[config.mk]
export PLATFORM = sky130hd
export DESIGN_NAME = pipe_reg_chain
export DESIGN_NICKNAME = d
export VERILOG_FILES = /design/src/rtl/pipe_pkg.sv /design/src/rtl/pipe_stage.sv /design/src/rtl/pipe_reg_chain.sv
export SDC_FILE = /design/constraint.sdc
export NUM_CORES = 1
export LEC_CHECK = 0
export ABC_AREA = 1
export BUFFER_PORTS_ARGS = -buffer_cell sky130_fd_sc_hd__buf_4
export CORE_ASPECT_RATIO = 1.1
export CORE_MARGIN = 10
export CORE_UTILIZATION = 55
export DETAILED_ROUTE_END_ITERATION = 7
export GPL_ROUTABILITY_DRIVEN = 0
export PLACE_DENSITY = 0.86
export SYNTH_ARGS = -nofsm -noshare
export SYNTH_HDL_FRONTEND = slang
export SYNTH_SLANG_ARGS = --single-unit
[constraint.sdc]
create_clock -name clk -period 1.8 [get_ports clk]
set_clock_uncertainty 0.15 [all_clocks]
set_input_delay 0.36 -clock clk [delete_from_list [all_inputs] [get_ports clk]]
set_output_delay 0.36 -clock clk [all_outputs]
set_load 0.02 [all_outputs]
[src/rtl/pipe_pkg.sv]
// Shared constants and helpers for the handshaked register chain.
package pipe_pkg;

  // Default geometry of the chain.
  localparam int DEFAULT_WIDTH = 32;
  localparam int DEFAULT_DEPTH = 3;

  // Supported range of stage counts.
  localparam int MIN_DEPTH = 1;
  localparam int MAX_DEPTH = 16;

  // Width needed to hold an occupancy value from 0 to depth inclusive.
  function automatic int count_width(input int depth);
    return $clog2(depth + 1);
  endfunction

endpackage

[src/rtl/pipe_stage.sv]
// One slot of the chain: a valid flag plus a payload register.
// The payload only changes when the slot is loaded, so a stalled or
// emptied slot keeps its last value.
module pipe_stage
  import pipe_pkg::*;
#(
  parameter int WIDTH = DEFAULT_WIDTH
) (
  input  logic             clk,
  input  logic             rst_n,
  input  logic             load,    // slot takes d this edge
  input  logic             unload,  // slot's entry moves on this edge
  input  logic             clear,   // discard the entry, payload untouched
  input  logic [WIDTH-1:0] d,
  output logic             valid,
  output logic [WIDTH-1:0] q
);

  // Occupancy flag: clear wins, a load refills, an unload without refill empties.
  always_ff @(posedge clk or negedge rst_n) begin
    if (!rst_n) begin
      valid <= 1'b0;
    end else if (clear) begin
      valid <= 1'b0;
    end else if (load) begin
      valid <= 1'b1;
    end else if (unload) begin
      valid <= 1'b0;
    end
  end

  // Payload register: captures only on load, otherwise holds.
  always_ff @(posedge clk or negedge rst_n) begin
    if (!rst_n) begin
      q <= '0;
    end else if (load) begin
      q <= d;
    end
  end

endmodule

[src/rtl/pipe_reg_chain.sv]
// Elastic register chain with valid/ready handshakes on both ends.
// Entries advance whenever the slot ahead can take them, so bubbles
// collapse and a free slot anywhere lets the input side accept.
// The ready chain is combinational from out_ready back to in_ready;
// payload always passes through DEPTH registers.
module pipe_reg_chain
  import pipe_pkg::*;
#(
  parameter int WIDTH = DEFAULT_WIDTH,
  parameter int DEPTH = DEFAULT_DEPTH   // legal range 1..16
) (
  input  logic                          clk,
  input  logic                          rst_n,
  input  logic                          flush,
  input  logic                          in_valid,
  input  logic [WIDTH-1:0]              in_data,
  output logic                          in_ready,
  output logic                          out_valid,
  output logic [WIDTH-1:0]              out_data,
  input  logic                          out_ready,
  output logic [count_width(DEPTH)-1:0] count
);

  localparam int CW = count_width(DEPTH);

  logic [DEPTH-1:0] valid;
  logic [DEPTH-1:0] ready;
  logic [DEPTH-1:0] advance;
  logic [DEPTH-1:0] load;
  logic [WIDTH-1:0] data [DEPTH];

  logic in_fire;
  logic out_fire;

  // Ready/advance chain, evaluated from the output end back to stage 0.
  always_comb begin
    advance = '0;
    ready   = '0;
    advance[DEPTH-1] = valid[DEPTH-1] & out_ready;
    ready[DEPTH-1]   = ~valid[DEPTH-1] | advance[DEPTH-1];
    for (int i = DEPTH - 2; i >= 0; i--) begin
      advance[i] = valid[i] & ready[i+1];
      ready[i]   = ~valid[i] | advance[i];
    end
  end

  assign in_ready  = ready[0] & ~flush;
  assign in_fire   = in_valid & in_ready;
  assign out_fire  = advance[DEPTH-1];
  assign out_valid = valid[DEPTH-1];
  assign out_data  = data[DEPTH-1];

  for (genvar gi = 0; gi < DEPTH; gi++) begin : g_stage
    logic [WIDTH-1:0] stage_d;

    if (gi == 0) begin : g_head
      assign load[gi] = in_fire;
      assign stage_d  = in_data;
    end else begin : g_body
      // A flush freezes every payload register, so internal moves are gated too.
      assign load[gi] = advance[gi-1] & ~flush;
      assign stage_d  = data[gi-1];
    end

    pipe_stage #(
      .WIDTH (WIDTH)
    ) u_stage (
      .clk    (clk),
      .rst_n  (rst_n),
      .load   (load[gi]),
      .unload (advance[gi]),
      .clear  (flush),
      .d      (stage_d),
      .valid  (valid[gi]),
      .q      (data[gi])
    );
  end

  // Occupancy counter tracking transfers in and out; flush empties it.
  always_ff @(posedge clk or negedge rst_n) begin
    if (!rst_n) begin
      count <= '0;
    end else if (flush) begin
      count <= '0;
    end else if (in_fire && !out_fire) begin
      count <= count + CW'(1);
    end else if (!in_fire && out_fire) begin
      count <= count - CW'(1);
    end
  end

endmodule

==> results.toml <==
[outcome]
status = "completed"

[die]
die_w_um = 101
io_pins = 73
fp.dieH_um = 109
fp.dieArea_um2 = 11000
core_area_um2 = 7010
start_util = 0.564
rows = 32

[critical_path]
cp_max_fo = 3
worst_r2r_path_depth = 5
max_stage_delay_ns = 0.42
required_ns = 1.29
rrSetupSlack_ns = 0.21
arrival_ns = 1.21
r2r-start = "g_stage[2].u_stage.valid"
cp_top_family = "flip-flops"
crit_type = "reg2out"
end_kind = "output port"
path_buf_inv = 2
critPathLaunchType = "flip-flop"
reg2reg_to = "g_stage[2].u_stage.q[19]"
path_cells = "nand4_4, nand2_1, inv_1, buf_4"
crit_path_top_delay_cell = "dfrtp_1"

[flow_run]
cap_violations = 0

[cells_and_area]
instances_no_fill = 512
n_antenna_cell = 0
multi_input_area_um2 = 1180
drive_gt1_frac = 0.323
syn_to_final_growth_pct = 22.2
regArea_um2 = 2530
stdcell_area_um2 = 4830
fillers = 471
fin_nets = 459

[sta]
slew_violations = 0
finalHoldViolCount = 0
fin_setup_tns_ns = 0
slew_headroom = 0.789
timing.fmax_mhz = 582
holdWs_ns = 0.0358
rsz0062_at_grt = "no"
min_period_ns = 1.72
setup_ws_ns = 0.0814
setup_viol = 0
worst_pin_slew_ns = 0.317
post-route-period-util = 0.955

[routing]
routed_wl_mm = 7.67
m1WireLength_mm = 3.05
top_layer = "met4"
drc_errors = 0
dr.pass1.iters = 4
avgRoutedWirePerCell_um = 15.0
routed_via_density = 5.02
via_count = 2572
postRouteAntennaNets = 0
met2_wirelength_mm = 4.08
drt_iter0_drc = 132
wl_met3_um = 347

[clocking]
cts-root-buf = "clkbuf_8"
h-tree-depth = 3
clkSinkCount = 101
clkSlewWorstSetupHoldPaths_ns = 0.09
cts_made_buffers = 9
cts_tree = "yes"
clkLatencyLatePin_ns = 0.36
cts_buffer_depth = 2

[min_path]
hp-start = "flush"
min_to = "g_stage[1].u_stage.valid"
worstHoldPathCells = 2
hp-class = "in2reg"

[power_and_ir_drop]
p_clk_frac = 0.225
comb_power_share = 0.268
seqPwrFrac = 0.506
powerDensity_nw_per_um2 = 1250
intPower_uw = 4140
switching_share = 0.311
leakage_uw = 0.00255
switchingPower_uw = 1870
vdd_drop_max_uv = 774

[placement]
dp_cells = 493
portBuffers = 72
pre_cts_ws_ns = 0.203
hpwl_mm = 5.66
place_area_um2 = 4600

[yosys]
ys_seq_area_frac = 0.639
synth.distinct_cells = 19
ys.warnings.count = 0
ys_ff_latch = 101
synth.avg_cell_area_um2 = 11.5
synth_area_um2 = 3950
synthCells = 343
synth_fp_nets = 380

[global_routing]
overflow = 0
antenna_found_initial = 0
grt_pass1_wl_mm = 12.9
grt_max_degree = 53
track_usage = 0.148
grt_pass1_vias = 2677
==> registers in the layout (all words and copies together), names as in the netlist <==
register	flops
g_stage.u_stage.q	96
count	2
g_stage.u_stage.valid	3
==> power groups by stage <==
| stage | sequential (µW) | combinational (µW) | clock (µW) |
|---|---|---|---|
| finish | 3050 | 1610 | 1360 |
| global route | 3110 | 1760 | 1490 |
| CTS | 3050 | 1650 | 1390 |
| detailed placement | 3090 | 1640 | 0 |
| global placement | 3070 | 1570 | 0 |
| floorplan | 3350 | 616 | 0 |
==> kinds of logic (layout without fill, tap and decap cells) <==
kind of cell           after synthesis  count (layout)  synth area share
muxes                               32              32             0.113
buffers and inverters               55             139            0.0652
DFF                                101             101             0.639
and+or+nand+nor                     87              87            0.0956
AOI/OAI and AO/OA                   68              68            0.0867
==> layout by cell type (no fill, tap or decap), types with 4 or more instances in the layout <==
master | netlist | routed
mux2_4 | 23 | 23
clkbuf_8 | 0 | 10
inv_1 | 37 | 37
clkinv_4 | 0 | 4
mux2_2 | 9 | 9
dfrtp_1 | 101 | 101
nand2_1 | 45 | 45
o21ai_0 | 34 | 34
buf_12 | 0 | 4
nor2_1 | 33 | 33
a21oi_1 | 33 | 33
buf_4 | 3 | 78
==> worst max-delay path by stage <==
stage                                        start                       end  slack (ns)  depth (start not counted)
after floorplan           g_stage[2].u_stage.valid  g_stage[2].u_stage.q[10]        0.28                          4
after global placement                   out_ready  g_stage[2].u_stage.q[18]        0.23                          6
after detailed placement                 out_ready  g_stage[2].u_stage.q[19]        0.20                          6
after CTS                 g_stage[0].u_stage.valid                  in_ready        0.04                          4
after global routing      g_stage[0].u_stage.valid                  in_ready       0.002                          4
final                     g_stage[0].u_stage.valid                  in_ready        0.08                          4
==> area by class of cell <==
type                    instances  area share
clock buffers                  10      0.0285
clock inverters                 6      0.0114
inverters                      40      0.0311
multi-input cells             187       0.244
flip-flops and latches        101       0.523
well taps                      85      0.0220
repair buffers                 83       0.140
==> cells in the mapped netlist (all sizes together) <==
cell type,number,area (µm²)
dfrtp,101,2530
nand2,45,169
inv,40,150
nor2,34,130
o21ai,34,170
a21oi,33,165
mux2,32,447
buf,15,108
nand3,6,60.1
nand4,2,18.8
o31ai,1,7.51
==> through the flow <==
stage                      util  power (µW)
final                     0.689        6020
after global routing      0.689        6360
after CTS                 0.688        6090
after detailed placement  0.657        4740
after global placement    0.657        4640
after floorplan               -        3970
==> per-layer routing <==
layer | up-vias | GRT usage
met1 | 1249 | 0.175
li1 | 1260 | -
met5 | - | 0
met2 | 50 | 0.242
met3 | 13 | 0.0367
met4 | 0 | 0.0818
==> what timing repair did <==
action	in CTS	in global routing
pin swaps	0	0
resized for setup	0	1
setup buffers	2	0
hold buffers	1	0
setup endpoints to repair	1	1
hold endpoints to repair	101	0
No activity file was read; power rests on OpenSTA's default activity.
